--- config.mk ---
export PLATFORM = sky130hd
export DESIGN_NAME = push_class_vc_flat
export DESIGN_NICKNAME = d
export VERILOG_FILES = /design/src/rtl/push_class_vc_if.sv /design/src/rtl/push_class_vc.sv /design/src/flat_wrapper.sv
export SDC_FILE = /design/constraint.sdc
export NUM_CORES = 1
export LEC_CHECK = 0
export ABC_AREA = 1
export CAP_MARGIN = 40
export CORE_ASPECT_RATIO = 1.25
export CORE_MARGIN = 1.5
export CORE_UTILIZATION = 40
export DETAILED_ROUTE_END_ITERATION = 16
export PLACE_DENSITY = 0.72
export SYNTH_ARGS = -nofsm -noshare
export SYNTH_HDL_FRONTEND = slang
export SYNTH_SLANG_ARGS = --single-unit
--- constraint.sdc ---
create_clock -name clk -period 1.6 [get_ports clk]
set_input_delay 0.32 -clock clk [delete_from_list [all_inputs] [get_ports clk]]
set_output_delay 0.32 -clock clk [all_outputs]
set_load 0.005 [all_outputs]
--- src/rtl/push_class_vc_if.sv ---
// rtl/push_class_vc_if.sv - upstream word stream and VC FIFO write-side signals
interface push_class_vc_if #(
  parameter int DATA_WIDTH = 6,
  parameter int CNT_WIDTH  = 5
);
  logic                  valid_in;
  logic [DATA_WIDTH-1:0] data_in;
  logic                  vc0_full;
  logic                  vc1_full;
  logic                  vc0_almost_full;
  logic                  vc1_almost_full;
  logic                  pause;
  logic [DATA_WIDTH-1:0] data_out;
  logic                  vc0_push;
  logic                  vc1_push;
  logic                  drop_err;
  logic [CNT_WIDTH-1:0]  vc0_cnt;
  logic [CNT_WIDTH-1:0]  vc1_cnt;

  modport master (
    output valid_in, data_in, vc0_full, vc1_full, vc0_almost_full, vc1_almost_full,
    input  pause, data_out, vc0_push, vc1_push, drop_err, vc0_cnt, vc1_cnt
  );

  modport slave (
    input  valid_in, data_in, vc0_full, vc1_full, vc0_almost_full, vc1_almost_full,
    output pause, data_out, vc0_push, vc1_push, drop_err, vc0_cnt, vc1_cnt
  );
endinterface

--- src/rtl/push_class_vc.sv ---
// rtl/push_class_vc.sv - steers upstream words into VC0/VC1 FIFOs by class bit
module push_class_vc #(
  parameter int DATA_WIDTH = 6,
  parameter int CLASS_BIT  = 4,
  parameter int CNT_WIDTH  = 5
) (
  input logic           clk,
  input logic           reset_L,
  push_class_vc_if.slave bus
);

  typedef enum logic [1:0] {INIT, ACTIVE, STALL} state_t;

  state_t                state, state_nxt;
  logic                  st_valid, st_valid_nxt;
  logic [DATA_WIDTH-1:0] st_data, st_data_nxt;
  logic                  drop_err_q;
  logic [CNT_WIDTH-1:0]  vc0_cnt_q, vc1_cnt_q;

  logic tgt_full, tgt_full_nxt, drain, accept, pause_c;
  logic push0, push1;

  always_comb begin
    tgt_full = st_data[CLASS_BIT] ? bus.vc1_full : bus.vc0_full;
    push0    = st_valid & ~st_data[CLASS_BIT] & ~bus.vc0_full;
    push1    = st_valid &  st_data[CLASS_BIT] & ~bus.vc1_full;
    drain    = push0 | push1;
    pause_c  = (state == INIT) | (st_valid & tgt_full)
             | bus.vc0_almost_full | bus.vc1_almost_full;
    accept   = bus.valid_in & ~pause_c & (~st_valid | drain);
  end

  always_comb begin
    st_valid_nxt = st_valid;
    st_data_nxt  = st_data;
    if (accept) begin
      st_valid_nxt = 1'b1;
      st_data_nxt  = bus.data_in;
    end else if (drain) begin
      st_valid_nxt = 1'b0;
    end
  end

  // STALL mirrors "staged word blocked by its full target" as seen at the next edge
  always_comb begin
    state_nxt    = state;
    tgt_full_nxt = st_data_nxt[CLASS_BIT] ? bus.vc1_full : bus.vc0_full;
    case (state)
      INIT:    state_nxt = ACTIVE;
      ACTIVE,
      STALL:   state_nxt = (st_valid_nxt & tgt_full_nxt) ? STALL : ACTIVE;
      default: state_nxt = INIT;
    endcase
  end

  always_ff @(posedge clk or negedge reset_L) begin
    if (!reset_L) begin
      state      <= INIT;
      st_valid   <= 1'b0;
      st_data    <= '0;
      drop_err_q <= 1'b0;
      vc0_cnt_q  <= '0;
      vc1_cnt_q  <= '0;
    end else begin
      state      <= state_nxt;
      st_valid   <= st_valid_nxt;
      st_data    <= st_data_nxt;
      drop_err_q <= bus.valid_in & pause_c;
      if (push0) vc0_cnt_q <= vc0_cnt_q + CNT_WIDTH'(1);
      if (push1) vc1_cnt_q <= vc1_cnt_q + CNT_WIDTH'(1);
    end
  end

  assign bus.pause    = pause_c;
  assign bus.data_out = st_data;
  assign bus.vc0_push = push0;
  assign bus.vc1_push = push1;
  assign bus.drop_err = drop_err_q;
  assign bus.vc0_cnt  = vc0_cnt_q;
  assign bus.vc1_cnt  = vc1_cnt_q;

endmodule

--- src/flat_wrapper.sv ---
// flat-port wrapper written by rule: the top's interface ports become plain ports
module push_class_vc_flat 
#(
  parameter int DATA_WIDTH = 6,
  parameter int CLASS_BIT  = 4,
  parameter int CNT_WIDTH  = 5
)
  (clk, reset_L, bus_valid_in, bus_data_in, bus_vc0_full, bus_vc1_full, bus_vc0_almost_full, bus_vc1_almost_full, bus_pause, bus_data_out, bus_vc0_push, bus_vc1_push, bus_drop_err, bus_vc0_cnt, bus_vc1_cnt);
  push_class_vc_if #(.DATA_WIDTH(DATA_WIDTH), .CNT_WIDTH(CNT_WIDTH)) bus_i ();
  input logic clk;
  input logic reset_L;
  input wire logic [$bits(bus_i.valid_in)-1:0] bus_valid_in;
  input wire logic [$bits(bus_i.data_in)-1:0] bus_data_in;
  input wire logic [$bits(bus_i.vc0_full)-1:0] bus_vc0_full;
  input wire logic [$bits(bus_i.vc1_full)-1:0] bus_vc1_full;
  input wire logic [$bits(bus_i.vc0_almost_full)-1:0] bus_vc0_almost_full;
  input wire logic [$bits(bus_i.vc1_almost_full)-1:0] bus_vc1_almost_full;
  output wire logic [$bits(bus_i.pause)-1:0] bus_pause;
  output wire logic [$bits(bus_i.data_out)-1:0] bus_data_out;
  output wire logic [$bits(bus_i.vc0_push)-1:0] bus_vc0_push;
  output wire logic [$bits(bus_i.vc1_push)-1:0] bus_vc1_push;
  output wire logic [$bits(bus_i.drop_err)-1:0] bus_drop_err;
  output wire logic [$bits(bus_i.vc0_cnt)-1:0] bus_vc0_cnt;
  output wire logic [$bits(bus_i.vc1_cnt)-1:0] bus_vc1_cnt;
  assign bus_i.valid_in = bus_valid_in;
  assign bus_i.data_in = bus_data_in;
  assign bus_i.vc0_full = bus_vc0_full;
  assign bus_i.vc1_full = bus_vc1_full;
  assign bus_i.vc0_almost_full = bus_vc0_almost_full;
  assign bus_i.vc1_almost_full = bus_vc1_almost_full;
  assign bus_pause = bus_i.pause;
  assign bus_data_out = bus_i.data_out;
  assign bus_vc0_push = bus_i.vc0_push;
  assign bus_vc1_push = bus_i.vc1_push;
  assign bus_drop_err = bus_i.drop_err;
  assign bus_vc0_cnt = bus_i.vc0_cnt;
  assign bus_vc1_cnt = bus_i.vc1_cnt;
  push_class_vc #(.DATA_WIDTH(DATA_WIDTH), .CLASS_BIT(CLASS_BIT), .CNT_WIDTH(CNT_WIDTH)) u_core (.clk(clk), .reset_L(reset_L), .bus(bus_i));
endmodule
**Word-level counts from Yosys, hierarchy flattened**

Index checks and enable logic that the tools add are counted.

- Register bits: 20
- Output and inout port bits: 20

- Multiplexer cells: 7
- Eq/ne operators: 2
- Reduce and logical (&&, ||, !) cells: 2
- Bitwise gates (word level): 19
- Add/sub/neg operators: 2

Operator list:

| cell | count |
|---|---|
| $add A5 B1 Y5 const B | 2 |
| $and A1 B1 Y1 | 9 |
| $mux W5 | 1 |
| $not A1 Y1 | 5 |
| $or A1 B1 Y1 | 5 |
| $mux W1 | 4 |
| $pmux W2 S2 | 1 |
| $eq A2 B1 Y1 const B | 1 |
| $eq A2 B2 Y1 const B | 1 |
| $logic_not A2 Y1 | 1 |
| $mux W2 | 1 |
| $reduce_or A2 Y1 | 1 |

**Longest topological paths before layout**

Gate-level depths: netlist of the first run.

- Depth after elaboration: 13
- Gate-level depth with buffers: 10

**Least setup slack after synthesis of the first run**

Ideal clock, no wire load.

- Kind: reg-to-reg
- Start: register u_core.state[0]
- End: register u_core.state[0]
- Buffers on the path: 0
- Data required time: 1.527 ns
- Period minus slack after synthesis: 1.465 ns
- Path slack: 0.135 ns
- Cell stages (with the launch flop): 10
- Setup time: 0.073 ns
- Arrival: 1.392 ns
- Path through: dfrtp_1 > inv_1 > ha_1 > nor3_4 > nand3_4 > nand2_1 > nand3b_1 > nand3_1 > nand2_1 > a21oi_2

- Cells in the longest elaborated chain, start to end: 12

Ends and longest elaborated chain:

| item | line | source |
|---|---|---|
| start: declaration | push_class_vc.sv:14 | `state_t state, state_nxt;` |
| start signal: assignment | push_class_vc.sv:65 | `state <= state_nxt;` |
| $logic_not A2 Y1 | push_class_vc.sv:28, push_class_vc.sv:48 |  |
| $or A1 B1 Y1 | push_class_vc.sv:28 | `pause_c = (state == INIT) \| (st_valid & tgt_full)` |
| $or A1 B1 Y1 (2 in series) | push_class_vc.sv:29 | `\| bus.vc0_almost_full \| bus.vc1_almost_full;` |
| $not A1 Y1 | push_class_vc.sv:30 | `accept = bus.valid_in & ~pause_c & (~st_valid \| drain);` |
| $and A1 B1 Y1 (2 in series) | push_class_vc.sv:30 |  |
| $mux W5 | push_class_vc.sv:36 | `if (accept) begin` |
| $mux W1 | push_class_vc.sv:47 | `tgt_full_nxt = st_data_nxt[CLASS_BIT] ? bus.vc1_full : bus.vc0_full;` |
| $and A1 B1 Y1 | push_class_vc.sv:51 | `STALL: state_nxt = (st_valid_nxt & tgt_full_nxt) ? STALL : ACTIVE;` |
| $mux W2 | push_class_vc.sv:51 |  |
| $pmux W2 S2 * | push_class_vc.sv:48 | `case (state)` |
| net u_core.state_nxt[0] | push_class_vc.sv:14 |  |

The timed path passes the listed nets; every way through them passes the cells marked *.
A chain may end at the register's enable or synchronous reset.

**Worst setup path after layout of the first run**

- Start: input bus_vc1_full
- End: output bus_pause

- Cells in the longest elaborated chain, start to end: 5

Ends and longest elaborated chain:

| item | line | source |
|---|---|---|
| start: declaration | flat_wrapper.sv:15 | `input wire logic [$bits(bus_i.vc1_full)-1:0] bus_vc1_full;` |
| $mux W1 | push_class_vc.sv:24 | `tgt_full = st_data[CLASS_BIT] ? bus.vc1_full : bus.vc0_full;` |
| $and A1 B1 Y1 | push_class_vc.sv:28 |  |
| $or A1 B1 Y1 | push_class_vc.sv:28 |  |
| $or A1 B1 Y1 (2 in series) | push_class_vc.sv:29 |  |
| end: declaration | flat_wrapper.sv:18 | `output wire logic [$bits(bus_i.pause)-1:0] bus_pause;` |

Every way passes these cells.

==> results of run 1 <==
[stage by stage]
stage                     hold WS (ns)  worst slack (ns)  power, µW  TNS, ns  std cells
after floorplan                 0.0244             0.135       1210        0         93
after global placement           0.461            -0.301       1690    -1.80        164
after detailed placement         0.461            -0.309       1730    -1.94        164
after CTS                        0.359           -0.0824       1990  -0.0824        169
after global routing             0.376           -0.0710       2280   -0.173        174
final                            0.355            0.0478       2090        0        174
[kinds of logic (layout without fill, tap and decap cells)]
| logic type | after synthesis | in the layout | share of synthesized area |
|---|---|---|---|
| DFF | 20 | 20 | 0.530 |
| AOI/OAI and AO/OA | 2 | 2 | 0.0172 |
| and+or+nand+nor | 47 | 47 | 0.278 |
| xor gates and xnor gates | 8 | 8 | 0.0742 |
| adders and majority gates | 4 | 4 | 0.0530 |
| buffers and inverters | 12 | 62 | 0.0477 |
[metal layers]
layer / part of all wire / wire length [µm] / GRT usage / up-vias
met5: 0 / 0 / 0 / -
met4: 0.0086 / 16 / 0.0612 / 0
met3: 0.054 / 100 / 0.0285 / 2
met2: 0.53 / 983 / 0.272 / 23
met1: 0.41 / 755 / 0.203 / 363
li1: - / - / - / 393
[layout make-up]
class | count | area (µm²)
fill | 190 | 758
timing repair buffer | 47 | 423
multi-input combinational | 61 | 423
inverter | 12 | 45.0
tap | 31 | 38.8
clock buffer | 3 | 22.5
sequential | 20 | 500
[power by group through the flow]
stage / combinational (µW) / clock [µW] / sequential [µW]
2_1_floorplan: 333 / 0 / 878
3_3_place_gp: 811 / 0 / 875
3_5_place_dp: 851 / 0 / 882
4_1_cts: 890 / 236 / 866
5_1_grt: 1170 / 256 / 853
6_report: 1030 / 226 / 834
[timing repair]
action / in CTS / in global routing
pin swaps: 3 / 3
setup buffers: 2 / 5
gates resized for setup: 6 / 11
setup endpoints to repair: 6 / 9
[final timing paths]
kind	start	to	slack, ns	cells past startpoint
setup / recovery	bus_vc1_full	bus_pause	0.05	6
hold / removal	reset_L	u_core.bus.vc0_cnt[0]$_DFFE_PN0P_	0.35	2
setup reg to reg	u_core.state[1]$_DFF_PN0_	u_core.state[0]$_DFF_PN0_	0.09	10
hold reg to reg	u_core.bus.vc1_cnt[4]$_DFFE_PN0P_	u_core.bus.vc1_cnt[4]$_DFFE_PN0P_	0.47	1
max in group asynchronous	reset_L	u_core.bus.data_out[5]$_DFFE_PN0N_	1.05	2
min in group clk	u_core.bus.vc1_cnt[4]$_DFFE_PN0P_	u_core.bus.vc1_cnt[4]$_DFFE_PN0P_	0.47	1
[cells in the final DEF (no fill, tap or decap)]
master / count
nand3_2: 2
dfrtp_1: 20
nand2_1: 29
dlygate4sd2_1: 1
nand3b_1: 1
xor2_1: 4
a21boi_0: 1
buf_4: 14
nand2_2: 1
nor2_4: 1
inv_1: 7
clkbuf_4: 3
dlymetal6s2s_1: 1
nand4_1: 4
buf_6: 1
a21oi_2: 1
ha_4: 1
clkbuf_2: 3
nand3_1: 2
xnor2_1: 4
nor3b_1: 1
nor3_4: 2
nand3_4: 1
clkdlybuf4s50_1: 27
nand2_4: 1
ha_1: 3
nor3_2: 1
inv_2: 5
nor2_2: 1
[registers in the layout, indices dropped and copies added, names as in the netlist]
| name | flops |
|---|---|
| u_core.bus.data_out | 6 |
| u_core.st_valid | 1 |
| u_core.bus.vc1_cnt | 5 |
| u_core.state | 2 |
| u_core.bus.drop_err | 1 |
| u_core.bus.vc0_cnt | 5 |
[Yosys cell counts (all sizes together)]
library cell	instances	area, µm²
a21boi	1	7.51
a21oi	1	8.76
dfrtp	20	500
ha	4	50.1
inv	12	45.0
nand2	31	126
nand3	5	42.5
nand3b	1	7.51
nand4	4	25.0
nor2	2	17.5
nor3	3	36.3
nor3b	1	7.51
xnor2	4	35.0
xor2	4	35.0
==> flow_summary.ini, run 1 <==
[critical_path]
worstPathRequired_ns = 1.28
cp-end-kind = output port
cp-start-kind = input pin
crit_path_frequent_cell = nand2_1
critPathBufInv = 2
path_cells = clkdlybuf4s50_1, nand2_1, nand2_2, nand2_4, nand2_1, clkbuf_2
crit_type = input pin to output port
critical_path.max_fanout = 3
path_delay_family = buffers and inverters
crit_slowest_cell = clkdlybuf4s50_1
max_stage_delay_ns = 0.54
worstPathArrival_ns = 1.23

[timing]
drv_slew = 0
max_freq_mhz = 644
period_minus_slack_ns = 1.55
tightest_slew_ns = 0.245
setup_violations = 0
hold_viol_final = 0
skew_ns = 0.00312
slew_headroom = 0.837
rsz0062_at_grt = yes
timing.final.crit_share = 0.970

[clocking]
cts_buffers = 3
clk_latency_ns = 0.29
htree_levels = 1
path_clk_slew_ns = 0.10
cts_tree = built
cts_sinks = 20
cts.path.max_buffers = 2
cts_hold_buf = 0
cts_root_buffer = clkbuf_4

[floorplanning]
rows = 19
die_y_um = 57.3
die_area_um2 = 2660
start_util = 0.427
core-area_um2 = 2210
io_pins = 33
dieWidth_um = 46.5

[layout]
area_growth_pct = 53.8
diodes = 0
fin_util = 0.657
nets = 162
drive_gt1_frac = 0.266
stdcell_area_um2 = 1450

[drt]
wl_per_cell_um = 10.7
viasPerCell = 4.49
drc = 0
ant_nets = 0
first_iter_violations = 3
drt_pass1_iterations = 4
vias = 781
wl_mm = 1.86

[pwr]
seqPwrFrac = 0.398
p_per_area_nw_per_um2 = 1440
p_clk_frac = 0.108
combPwrFrac = 0.494
ir_worst_vdd_mv = 1.02
p_sw_uw = 690
switching_share = 0.329
p_int_uw = 1410
power.leakage_uw = 0.000710

[grt]
grt_pass1_wl_mm = 3.17
grt_pass1_vias = 800
grt_max_degree = 21
antenna_found_initial = 0
grt.total_usage = 0.163
gr-total-overflow = 0

[yosys]
synth.distinct_cells = 21
ys_warn_count = 0
netlist_area_um2 = 945
ys_ff_latch = 20
syn_inst = 93
synth-seq-area-share = 0.530
synthesis.nets = 110
synth.avg_cell_area_um2 = 10.2

[placed_design]
place.gp.congestion = 0.703
post_dp_cell_area_um2 = 1360
portBuffers = 32
dp.final_hpwl_mm = 1.46

[worst_hold_path]
hp-class = input pin to async pin

[run]
max_cap_violations = 0

[run_status]
status = finished clean
No activity file was read; power rests on OpenSTA's default activity.
==> inputs of run 2 (changes only) <==
- clock period: 1.6 -> 1.76 ns (I/O delays scaled with it)
==> flow_summary.ini, run 2 (synthesis results as in run 1) <==
[drt]
wl_mm = 1.77
wl_per_cell_um = 10.3
drc = 0
viasPerCell = 4.57
vias = 786
first_iter_violations = 4
ant_nets = 0
drt_pass1_iterations = 4

[timing]
whs_ns = 0.378
finalSetupTns_ns = 0
drv_slew = 0
tightest_slew_ns = 0.246
rsz0062_at_grt = no
period_minus_slack_ns = 1.68
setup_violations = 0
slew_headroom = 0.836
skew_ns = 0.0113
timing.final.crit_share = 0.952
hold_viol_final = 0
max_freq_mhz = 597

[clocking]
cts_tree = built
cts_buffers = 3
clk_latency_ns = 0.30
path_clk_slew_ns = 0.12
cts_sinks = 20
cts_root_buffer = clkbuf_4
htree_levels = 1
cts.path.max_buffers = 2

[critical_path]
critical_path.max_fanout = 2
cp-end-kind = output port
crit_slowest_cell = dfrtp_1
crit_type = register to output port
cp-start-kind = register
reg2reg_slack_ns = 0.21
worstPathRequired_ns = 1.41
worstPathArrival_ns = 1.32
max_stage_delay_ns = 0.38
path_cells = inv_2, ha_4, nor3_4, nand2_1, clkdlybuf4s15_1

[floorplanning]
dieWidth_um = 46.5
core-area_um2 = 2210
rows = 19
die_area_um2 = 2660
start_util = 0.427
io_pins = 33
die_y_um = 57.3

[pwr]
p_sw_uw = 626
p_per_area_nw_per_um2 = 1370
p_clk_frac = 0.182
combPwrFrac = 0.426
p_int_uw = 1390
switching_share = 0.311
power.leakage_uw = 0.000711
ir_worst_vdd_mv = 0.817
seqPwrFrac = 0.392

[layout]
drive_gt1_frac = 0.241
fin_util = 0.663
finalNonFillerCells = 172
nets = 159
layout_common_cells = 28 x nand2_1, 26 x clkdlybuf4s50_1, 20 x dfrtp_1
final_common_cell = nand2_1
area_growth_pct = 55.1
diodes = 0
stdcell_area_um2 = 1470
largest_reg_flops = 6

[grt]
grt.total_usage = 0.154
antenna_found_initial = 0
gr-total-overflow = 0
grt_pass1_vias = 780
grt_max_degree = 21
grt_pass1_wl_mm = 3.12

[placed_design]
place.gp.congestion = 0.709
portBuffers = 32
post_dp_cell_area_um2 = 1350
dp.cells = 162
dp.final_hpwl_mm = 1.38

[run]
max_cap_violations = 0

[worst_hold_path]
hp-class = input pin to async pin

[run_status]
status = finished clean
==> run 2: critical path, delay by kind of cell (launching register included) <==
kind,cells,cell delay [ns]
adders and majority gates,1,0.16
buffers and inverters,2,0.25
DFF,1,0.38
and+or+nand+nor,2,0.24
==> run 2: final cells by class <==
cell class | count | area (µm²)
flip-flops and latches | 20 | 500
clock inverters | 1 | 30.0
well taps | 31 | 38.8
fillers | 186 | 746
multi-input cells | 61 | 420
repair buffers | 44 | 408
inverters | 12 | 45.0
clock buffers | 3 | 22.5
==> run 2: routing by layer <==
metal,share of wire,track usage,vias up
met5,0,0,-
li1,-,-,388
met2,0.53,0.260,25
met3,0.048,0.0285,0
met1,0.42,0.206,373
met4,0,0.0245,0
==> run 2: power groups by stage <==
stage	Sequential (µW)	Clock [µW]	Combinational [µW]
global route	812	391	959
global placement	798	0	726
finish	789	366	857
CTS	785	376	852
floorplan	798	0	303
detailed placement	806	0	752
==> run 2: stage by stage <==
stage	setup WS [ns]	total power, µW
finish	0.0846	2010
detailed placement	-0.214	1560
floorplan	0.295	1100
global route	0.00806	2160
global placement	-0.208	1520
CTS	0.0444	2010
==> run 2: final timing paths <==
kind	from	end	depth (start not counted)
max	u_core.state[0]$_DFF_PN0_	bus_pause	5
min	reset_L	u_core.st_valid$_DFF_PN0_	2
max reg2reg	u_core.state[0]$_DFF_PN0_	u_core.state[1]$_DFF_PN0_	8
min reg2reg	u_core.bus.vc1_cnt[4]$_DFFE_PN0P_	u_core.bus.vc1_cnt[4]$_DFFE_PN0P_	1
max in group asynchronous	reset_L	u_core.bus.data_out[0]$_DFFE_PN0N_	2
min in group clk	u_core.bus.vc1_cnt[4]$_DFFE_PN0P_	u_core.bus.vc1_cnt[4]$_DFFE_PN0P_	1
==> run 2: what timing repair did <==
item	4_1_cts	5_1_grt
resized for setup	9	5
pin swaps	3	2
setup endpoints to repair	3	1
buffers inserted	6	0
hold buffers	0	0
==> inputs of run 3 (changes only) <==
- clock period: 1.76 -> 1.55 ns (I/O delays scaled with it)
==> flow_summary.ini, run 3 (synthesis results as in run 1) <==
[layout]
largest_reg_flops = 6
drive_gt1_frac = 0.331
diodes = 0
nets = 169
final_common_cell = nand2_1
fillers = 170
area_growth_pct = 65.4
layout_common_cells = 27 x nand2_1, 25 x clkdlybuf4s50_1, 20 x dfrtp_1
fin_util = 0.707

[clocking]
htree_levels = 1
cts_tree = built
cts_buffers = 3
cts_sinks = 20
clk_latency_ns = 0.31
cts.path.max_buffers = 2
cts_hold_buf = 0
cts_root_buffer = clkbuf_4
path_clk_slew_ns = 0.12

[timing]
drv_slew = 0
slew_headroom = 0.833
tightest_slew_ns = 0.251
skew_ns = 0.00477
hold_viol_final = 0
setup_violations = 2
max_freq_mhz = 617
period_minus_slack_ns = 1.62
timing.final.crit_share = 1.05
layout_setup_ws_ns = -0.0707
rsz0062_at_grt = yes

[critical_path]
cp-end-kind = output port
critical_path.max_fanout = 2
max_stage_delay_ns = 0.37
worstPathArrival_ns = 1.31
crit_type = register to output port
path_cells = inv_1, ha_2, nor3_4, nand2_1, buf_2
reg2reg_slack_ns = 0
worstPathRequired_ns = 1.24
r2r_end = u_core.state[0]$_DFF_PN0_
crit_slowest_cell = dfrtp_1
cp-start-kind = register
rr_worst_depth = 10
r2r_start = u_core.state[0]$_DFF_PN0_

[drt]
first_iter_violations = 4
wl_mm = 2.04
vias = 810
viasPerCell = 4.45
drt_pass1_iterations = 2
wl_per_cell_um = 11.2
ant_nets = 0
drc = 0

[run]
max_cap_violations = 0

[grt]
grt_max_degree = 21
grt_pass1_wl_mm = 3.39
grt_pass1_vias = 848
antenna_found_initial = 0
gr-total-overflow = 0
grt.total_usage = 0.172

[pwr]
p_per_area_nw_per_um2 = 1600
p_int_uw = 1720
total_power_uw = 2510
p_sw_uw = 786
switching_share = 0.313
p_clk_frac = 0.173
ir_worst_vdd_mv = 1.19
combPwrFrac = 0.499
power.leakage_uw = 0.000785
seqPwrFrac = 0.328

[placed_design]
dp.final_hpwl_mm = 1.47
place.gp.congestion = 0.709
portBuffers = 32

[floorplanning]
io_pins = 33
core-area_um2 = 2210
die_y_um = 57.3
rows = 19
dieWidth_um = 46.5
start_util = 0.427
die_area_um2 = 2660

[run_status]
violations = negative setup slack
status = finished with violations

[worst_hold_path]
hp-class = input pin to async pin
-- run 3: changes by cell type in the layout (fill, tap and decap cells not counted), moves of 2 or more --
cell	change
buf_4	+7
buf_6	+3
clkbuf_2	+2
dlygate4sd2_1	-4
dlymetal6s2s_1	+2
inv_2	-2
nand3_1	-2
nand3_2	+2
-- run 3: cell type report --
class                           count  area (µm²)  area share
Inverter                           12        47.5      0.0304
Sequential cell                    20         500       0.320
Clock inverter                      1        30.0      0.0192
Timing Repair Buffer               54         489       0.313
Tap cell                           31        38.8      0.0248
Multi-Input combinational cell     61         434       0.278
Clock buffer                        3        22.5      0.0144
-- run 3: worst max path at each step --
stage	start	to	slack, ns
after floorplan	u_core.state[0]$_DFF_PN0_	u_core.state[0]$_DFF_PN0_	0.09
after global placement	bus_vc1_full	bus_pause	-0.33
after global routing	u_core.state[0]$_DFF_PN0_	bus_pause	-0.14
after CTS	u_core.bus.data_out[4]$_DFF_PN0_	bus_pause	-0.10
final	u_core.state[0]$_DFF_PN0_	bus_pause	-0.07
after detailed placement	bus_vc1_full	bus_pause	-0.34
-- run 3: stage by stage --
| step | instance area (µm²) | hold slack [ns] | instances | setup slack, ns | TNS [ns] |
|---|---|---|---|---|---|
| 5_1_grt | 1560 | 0.348 | 182 | -0.142 | -0.383 |
| 6_report | 1560 | 0.321 | 182 | -0.0707 | -0.0719 |
| 3_5_place_dp | 1370 | 0.461 | 165 | -0.338 | -2.55 |
| 2_1_floorplan | 945 | 0.0144 | 93 | 0.0850 | 0 |
| 3_3_place_gp | 1370 | 0.461 | 165 | -0.328 | -2.25 |
| 4_1_cts | 1510 | 0.333 | 180 | -0.103 | -0.187 |
-- run 3: what timing repair did --
| item | CTS | global route |
|---|---|---|
| gates resized for setup | 8 | 21 |
| hold endpoints to repair | 0 | 0 |
| endpoints found under the setup margin | 18 | 13 |
| pin swaps | 4 | 6 |
| setup buffers | 11 | 2 |
-- run 3: worst max-delay path: cells and delay by family (launching register included) --
family                   cells  cell delay, ns
adder cells (fa/ha/maj)      1            0.20
buffers and inverters        2            0.17
flip-flops                   1            0.37
AND/OR/NAND/NOR              2            0.26
-- run 3: power by group through the flow --
| stage | sequential (µW) | clock [µW] | combinational (µW) |
|---|---|---|---|
| 2_1_floorplan | 906 | 0 | 344 |
| 3_3_place_gp | 900 | 0 | 857 |
| 3_5_place_dp | 910 | 0 | 895 |
| 4_1_cts | 824 | 436 | 1150 |
| 5_1_grt | 847 | 458 | 1380 |
| 6_report | 822 | 435 | 1250 |
-- run 3: metal layers --
layer / vias up / global-route usage / share of wire
met2: 23 / 0.298 / 0.52
li1: 407 / - / -
met5: - / 0 / 0
met3: 4 / 0.0348 / 0.055
met1: 376 / 0.206 / 0.40
met4: 0 / 0.0531 / 0.023
